## src/rtl/alu_arbiter.sv

```systemverilog
// Round-robin arbiter that time-shares one external combinational 64-bit ALU
// between two valid/ready requesters, one operation in flight at a time.
module alu_arbiter #(
  parameter int CNT_W = 16
) (
  input  logic                  clk,
  input  logic                  reset,
  input  logic [1:0]            req_valid,
  output logic [1:0]            req_ready,
  input  logic [1:0][63:0]      req_A,
  input  logic [1:0][63:0]      req_B,
  input  logic [1:0][2:0]       req_cntrl,
  output logic [1:0]            rsp_valid,
  input  logic [1:0]            rsp_ready,
  output logic [63:0]           rsp_result,
  output logic [3:0]            rsp_flags,
  output logic                  rsp_err,
  output logic [63:0]           alu_A,
  output logic [63:0]           alu_B,
  output logic [2:0]            alu_cntrl,
  input  logic [63:0]           alu_result,
  input  logic                  alu_negative,
  input  logic                  alu_zero,
  input  logic                  alu_overflow,
  input  logic                  alu_carry_out,
  output logic                  busy,
  output logic [CNT_W-1:0]      op_count
);

  typedef enum logic [1:0] {
    IDLE = 2'd0,
    EXEC = 2'd1,
    RESP = 2'd2
  } state_t;

  state_t            state_q;
  logic              last_grant_q;
  logic              owner_q;
  logic [63:0]       op_a_q;
  logic [63:0]       op_b_q;
  logic [2:0]        op_cntrl_q;
  logic              op_illegal_q;
  logic [1:0]        rsp_valid_q;
  logic [63:0]       rsp_result_q;
  logic [3:0]        rsp_flags_q;
  logic              rsp_err_q;
  logic [CNT_W-1:0]  op_count_q;

  logic              any_req_d;
  logic              grant_d;
  logic [2:0]        grant_cntrl_d;
  logic              grant_illegal_d;
  logic              op_arith_d;
  logic              owner_rsp_ready_d;

  // On a tie the requester that was not served last wins; otherwise the sole requester.
  assign any_req_d       = |req_valid;
  assign grant_d         = (&req_valid) ? ~last_grant_q : req_valid[1];
  assign grant_cntrl_d   = req_cntrl[grant_d];
  assign grant_illegal_d = (grant_cntrl_d == 3'b001) || (grant_cntrl_d == 3'b111);
  assign op_arith_d      = (op_cntrl_q == 3'b010) || (op_cntrl_q == 3'b011);
  assign owner_rsp_ready_d = rsp_ready[owner_q];

  generate
    for (genvar gi = 0; gi < 2; gi++) begin : g_ready
      if (gi == 0) begin : g_r0
        assign req_ready[gi] = (state_q == IDLE) && req_valid[gi] && !grant_d;
      end else begin : g_r1
        assign req_ready[gi] = (state_q == IDLE) && req_valid[gi] && grant_d;
      end
    end
  endgenerate

  always_ff @(posedge clk) begin
    if (!reset) begin
      state_q      <= IDLE;
      last_grant_q <= 1'b1;
      owner_q      <= 1'b0;
      op_a_q       <= '0;
      op_b_q       <= '0;
      op_cntrl_q   <= '0;
      op_illegal_q <= 1'b0;
      rsp_valid_q  <= '0;
      rsp_result_q <= '0;
      rsp_flags_q  <= '0;
      rsp_err_q    <= 1'b0;
      op_count_q   <= '0;
    end else begin
      case (state_q)
        IDLE: begin
          if (any_req_d) begin
            op_a_q       <= req_A[grant_d];
            op_b_q       <= req_B[grant_d];
            // Illegal codes are shown to the ALU as pass-B so its output stays well defined.
            op_cntrl_q   <= grant_illegal_d ? 3'b000 : grant_cntrl_d;
            op_illegal_q <= grant_illegal_d;
            owner_q      <= grant_d;
            state_q      <= EXEC;
          end
        end
        EXEC: begin
          if (op_illegal_q) begin
            rsp_result_q <= '0;
            rsp_flags_q  <= 4'b0100;
            rsp_err_q    <= 1'b1;
          end else begin
            rsp_result_q <= alu_result;
            rsp_flags_q  <= {alu_negative, alu_zero,
                             op_arith_d & alu_overflow, op_arith_d & alu_carry_out};
            rsp_err_q    <= 1'b0;
          end
          rsp_valid_q <= owner_q ? 2'b10 : 2'b01;
          state_q     <= RESP;
        end
        RESP: begin
          if (owner_rsp_ready_d) begin
            rsp_valid_q  <= '0;
            last_grant_q <= owner_q;
            op_count_q   <= op_count_q + CNT_W'(1);
            state_q      <= IDLE;
          end
        end
        default: state_q <= IDLE;
      endcase
    end
  end

  assign alu_A      = op_a_q;
  assign alu_B      = op_b_q;
  assign alu_cntrl  = op_cntrl_q;
  assign rsp_valid  = rsp_valid_q;
  assign rsp_result = rsp_result_q;
  assign rsp_flags  = rsp_flags_q;
  assign rsp_err    = rsp_err_q;
  assign busy       = (state_q != IDLE);
  assign op_count   = op_count_q;

endmodule

```

## config.mk

```make
export PLATFORM = sky130hd
export DESIGN_NAME = alu_arbiter
export DESIGN_NICKNAME = d
export VERILOG_FILES = /design/src/rtl/alu_arbiter.sv
export SDC_FILE = /design/constraint.sdc
export NUM_CORES = 1
export LEC_CHECK = 0
export ABC_AREA = 0
export CORE_AREA = 10 10 211 213
export CTS_BUF_LIST = sky130_fd_sc_hd__clkbuf_4
export CTS_CLUSTER_SIZE = 20
export DETAILED_ROUTE_END_ITERATION = 10
export DIE_AREA = 0 0 221 223
export PLACE_DENSITY_LB_ADDON = 0.08
export RECOVER_POWER = 100
export SYNTH_ARGS = -nofsm -noshare
export SYNTH_HDL_FRONTEND = slang
export SYNTH_SLANG_ARGS = --single-unit
```

## constraint.sdc

```tcl
create_clock -name clk -period 5.91 [get_ports clk]
set_clock_uncertainty 0.2 [all_clocks]
set_input_delay 0.591 -clock clk [delete_from_list [all_inputs] [get_ports clk]]
set_output_delay 0.591 -clock clk [all_outputs]
set_load 0.05 [all_outputs]
```

# Yosys cells after proc, flatten, opt, wreduce, memory -nomap -nowiden
# Cells that the tools add are included.
totals:
  reg_bits: 223
  in_bits: 336
  output_inout_bits: 221
  word_cells: 60
classes:
  add_sub_neg: 1
  magnitude_cmp: 2
  eq_ne: 8
  n_mux: 18
  bitwise: 3
  n_reduce_logical: 16
ops:
  columns: ["cell", "n"]
  rows:
  - ["64-bit two-way mux", 5]
  - ["16-bit by 1-bit adder with 16-bit output, second input constant", 1]
  - ["2-bit AND reduction", 5]
  - ["3-bit two-way mux", 3]
  - ["3-bit by 2-bit == test with 1-bit output, second input constant", 2]
  - ["2-bit two-way mux", 3]
  - ["2-bit case mux with 3 select lines", 1]
  - ["1-bit logical AND", 4]
  - ["1-bit by 2-bit < comparator with 1-bit output, second input constant", 2]
  - ["1-bit two-way mux", 4]
  - ["4-bit two-way mux", 1]
  - ["2-bit != test, second input constant", 2]
  - ["2-bit case mux with 2 select lines", 1]
  - ["2-bit nonzero test", 2]
  - ["3-bit by 1-bit == test with 1-bit output, second input constant", 1]
  - ["3-bit == test, second input constant", 1]
  - ["1-bit AND", 2]
  - ["2-bit by 1-bit == test with 1-bit output, second input constant", 1]
  - ["2-bit == test, second input constant", 1]
  - ["2-bit zero test", 1]
  - ["1-bit logical OR", 2]
  - ["2-bit OR reduction", 1]
  - ["1-bit zero test", 1]
  - ["1-bit inverter", 1]

# Logic depth before layout (Yosys ltp)
depth:
  ltp_word: 7
  mapped_depth: 6
  depth_no_buf: 5

# Worst setup path before layout
# OpenSTA, ideal clock, no wires.
synth_path:
  path_kind: "input -> output"
  startpoint: "input req_valid[0]"
  endpoint: "output req_ready[0]"
  t_arrival_ns: 1.839
  required_time_ns: 5.119
  setup_slack_ns: 3.280
  cell_stages: 5
  path_buffers: 2
  path_cell_list: "nand2_1 nand2_1 clkbuf_1 clkbuf_1 and3_1"
synth_via:
  elab_chain_len: 4
  word_cells_on_any_way: 5
  classes_between: "1 x mux; 4 x reduce/logical"
synth_rtl:
  columns: ["element", "line_no", "source"]
  rows:
  - ["start, declared", "8", "input logic [1:0] req_valid,"]
  - ["2-bit AND reduction", "58", "assign grant_d = (&req_valid) ? ~last_grant_q : req_valid[1];"]
  - ["1-bit two-way mux", "58", null]
  - ["1-bit zero test", "67", "assign req_ready[gi] = (state_q == IDLE) && req_valid[gi] && !grant_d;"]
  - ["1-bit logical AND (*)", "67", null]
  - ["end, declared", "9", "output logic [1:0] req_ready,"]
# Every way passes the cells marked *; elsewhere a longest branch is shown, timed or not.

# Final worst setup path
layout_path:
  startpoint: "input reset"
  endpoint: "register op_b_q[53], in the netlist alu_B[53]"
layout_rtl:
  columns: ["element", "line_no", "source"]
  rows:
  - ["start, declared", "7", "input logic reset,"]
  - ["end signal, assigned", "93", "op_b_q <= req_B[grant_d];"]
  - ["end, declared", "40", "logic [63:0] op_b_q;"]
# No word-level cell between the ends.

==> flow_metrics.py <==
metrics = {
    "outcome": {
        "outcome": "complete, but fails checks",
        "failed_checks": "max-capacitance violations, max-slew violations",
    },
    "placed_design": {
        "estimated_wirelength_of_the_detail_placed_design_um": 35400,
        "gp_congestion": 0.794,
        "placed_cells_incl_taps": 2154,
        "placement.io_buffers": 556,
    },
    "worst_hold_path": {
        "hp-class": "in2reg",
    },
    "clocking": {
        "clock_tree.root_cell": "sky130_fd_sc_hd__clkbuf_4",
        "cts_hold_buf": 0,
        "tritoncts.num_buffers": 71,
        "htree_num_levels": 3,
        "cts.reportedPaths.clkPinSlew_ps": 60,
        "tritoncts_clock_tree": "done",
        "postCtsSetupRepairBufs": 0,
        "cts_buffer_depth": 3,
        "post_cts_resize_count": 0,
        "clock_sinks": 223,
        "worst_skew_pair.late_latency_ps": 710,
    },
    "synth": {
        "synthesis.instances": 1164,
        "synth.cells.most_frequent": "sky130_fd_sc_hd__nand2_1 (339), sky130_fd_sc_hd__dfxtp_1 (223), sky130_fd_sc_hd__nor2_1 (150), sky130_fd_sc_hd__a311oi_1 (130), sky130_fd_sc_hd__clkbuf_1 (90)",
        "synth_sequential_area_ratio_pct": 48.4,
        "leading_area_contributor_after_synthesis": "sky130_fd_sc_hd__dfxtp_1",
        "number_of_enable_flip_flop_cells_after_synthesis": 0,
        "yosys.area.top_type_share_pct": 48.4,
        "postSynthNetCount": 1501,
        "synth_area_leaders": "sky130_fd_sc_hd__dfxtp_1 (48%), sky130_fd_sc_hd__nand2_1 (14%), sky130_fd_sc_hd__a311oi_1 (12%)",
        "ys_dominant_reg_cell": "sky130_fd_sc_hd__dfxtp_1",
        "synth_warnings": 0,
        "synth_seq_cells": 223,
        "ys_async_sr_fraction_pct": 0,
        "count_of_distinct_cell_types_in_the_synthesized_netlist": 37,
        "cell_area_synth_um2": 9220,
        "synth.most_common_cell": "sky130_fd_sc_hd__nand2_1",
        "synth.avg_cell_area_um2": 7.92,
    },
    "critical_path": {
        "setup.reg_to_reg.worst_slack_ps": 1670,
        "crit_path_cell_trace": "dlygate4sd3_1 > inv_1 > buf_12 > a311oi_1",
        "cp-end-kind": "flip-flop",
        "worst_r2r_endpoint": "alu_A[56]$_SDFFE_PN0P_",
        "worstSetupEndpoint": "alu_B[53]$_SDFFE_PN0P_",
        "critPathArrivalTime_ps": 4630,
        "path_class": "in2reg",
        "crit_path_from": "reset",
        "delay_contributed_by_the_slowest_stage_of_the_critical_path_ps": 2590,
        "worst-endpoint-required_ps": 6130,
        "reg2reg_depth": 5,
        "path_depth": 4,
        "critPathTopFamily": "buffers and inverters",
        "worstPathBufferInverterCount": 3,
        "critical-path-slowest-cell": "sky130_fd_sc_hd__inv_1",
        "worstPathMaxFanout": 116,
        "regToRegStartpoint": "state_q[1]$_SDFFE_PN0P_",
        "crit_path_start_kind": "primary input",
    },
    "route": {
        "detail_route.vias_per_cell": 4.59,
        "detail_route.iter0.violations": 618,
        "drc": 0,
        "first_pass_drt_iterations": 6,
        "routed-via-count": 10400,
        "ant_nets": 0,
        "detail_route.wirelength_um": 48800,
        "avg_wl_per_cell_um": 21.5,
    },
    "floorplan": {
        "initial_util_pct": 22.8,
        "rows": 74,
        "die_height_um": 223,
        "die_area_um2": 49300,
        "fp.dieW_um": 221,
        "core-area_um2": 40400,
        "io-pin-count": 557,
    },
    "timing": {
        "final_hold_viol_count": 0,
        "finalCritPeriodShare_pct": 74.6,
        "unrepaired_setup_endpoints_after_global_routing": "no",
        "max_slew.worst_pin.slew_ps": 3630,
        "clock.fmax_mhz": 227,
        "fin_hold_ws_ps": 225,
        "setup_viol": 0,
        "max_slew_margin_pct": -142,
        "finalMaxSlewViolations": 470,
        "period_minus_slack_ps": 4410,
        "timing.setup.tns_ps": 0,
    },
    "layout": {
        "layout-drive-gt1-share_pct": 6.86,
        "synthToLayoutAreaGrowth_pct": 74.3,
        "nNetsFinal": 2032,
        "finalCoreUtilization_pct": 39.8,
        "final_non_filler_cell_total": 2272,
    },
    "global_routing": {
        "overflow": 0,
        "first_global_vias": 10500,
        "grt_antenna_before_repair": 12,
        "gr-usage-all-layers_pct": 18.8,
        "grt_first_pass_wirelength_um": 71000,
        "pin_count_of_the_biggest_net_entering_global_routing": 257,
    },
    "power": {
        "static-leakage-power_nw": 6.48,
        "vdd.ir_drop.worst_mv": 0.131,
        "powerDensity_nw_per_um2": 307,
    },
    "run": {
        "drv_cap": 4,
    },
}
## how the worst min path moves through the flow
stage | from | end | slack, ps | depth (start not counted)
floorplan | owner_q$_SDFFE_PN0P_ | rsp_valid[1]$_SDFFE_PN0P_ | 300 | 2
global placement | rsp_result[0]$_SDFFE_PN0P_ | rsp_result[0]$_SDFFE_PN0P_ | 240 | 2
detailed placement | rsp_result[11]$_SDFFE_PN0P_ | rsp_result[11]$_SDFFE_PN0P_ | 240 | 2
CTS | req_B[24] | alu_B[24]$_SDFFE_PN0P_ | 130 | 3
global route | req_A[112] | alu_A[48]$_SDFFE_PN0P_ | 170 | 3
finish | req_B[24] | alu_B[24]$_SDFFE_PN0P_ | 220 | 3
## power breakdown
part	leakage [nW]	internal (mW)	switching, mW	total, mW
registers	1.84	1.66	0.0745	1.73
logic	4.10	0.557	0.993	1.55
clock network	0.540	0.940	0.716	1.66
## through the flow
step / cell area (um^2) / setup WS, ps / power [mW]
after global routing: 16100 / 1180 / 5.23
final: 16100 / 1500 / 4.94
after floorplan: 9220 / 3280 / 2.68
after global placement: 15200 / 2060 / 3.37
after CTS: 16100 / 1970 / 5.11
after detailed placement: 15200 / 2050 / 3.38
## worst min-delay path, stage by stage
cell	delay [ps]
sky130_fd_sc_hd__clkdlybuf4s50_1	390
sky130_fd_sc_hd__nand2_1	50
sky130_fd_sc_hd__a311oi_1	70
## cell families (layout without fill, tap and decap cells)
| family | Yosys count | in the layout | synth area share, % |
|---|---|---|---|
| other | 0 | 6 | 0 |
| buffers and inverters | 110 | 680 | 4.48 |
| XOR/XNOR | 11 | 11 | 1.04 |
| multiplexers | 3 | 3 | 0.339 |
| AND/OR/NAND/NOR | 590 | 590 | 27.7 |
| AO/OA/AOI/OAI | 226 | 226 | 17.9 |
| adder cells (fa/ha/maj) | 1 | 1 | 0.136 |
| flip-flops | 223 | 223 | 48.4 |
## placed cells by master (no fill, tap or decap), drive strengths merged, types with 3 or more instances in the layout
cell	synthesis	routed
dlygate4sd3	0	222
xor2	4	4
clkbuf	90	102
nor3	3	3
xnor2	7	7
inv	5	8
nand3b	65	65
nand2	339	339
diode	0	6
clkdlybuf4s50	0	334
or3	3	3
bufinv	0	4
buf	15	5
a22oi	3	3
dfxtp	223	223
nand2b	3	3
nand3	9	9
clkinv	0	5
a21oi	76	76
nor2	150	150
nand4	3	3
nor4	3	3
or4	3	3
nor4b	3	3
o21ai	7	7
a311oi	130	130
## routing by layer
layer,track usage [%],share of wire [%],vias to the layer above
met4,6.16,2.4,14
met1,19.8,38,4800
met2,30.9,48,390
met5,0,0.19,-
li1,-,-,5143
met3,11.2,12,85
## flip-flops by register name, indices dropped and copies added (netlist names), 2 cells and up
register    count
alu_A          64
alu_B          64
alu_cntrl       3
op_count       16
rsp_flags       4
rsp_result     64
rsp_valid       2
state_q         2
## cell type report
class / instances / area [um^2]
Antenna cell: 6 / 15.0
Clock buffer: 100 / 751
Clock inverter: 12 / 151
Fill cell: 4204 / 24300
Inverter: 5 / 18.8
Multi-Input combinational cell: 831 / 4370
Sequential cell: 223 / 4460
Tap cell: 532 / 666
Timing Repair Buffer: 563 / 5640
No activity file was read; power rests on OpenSTA's default activity.
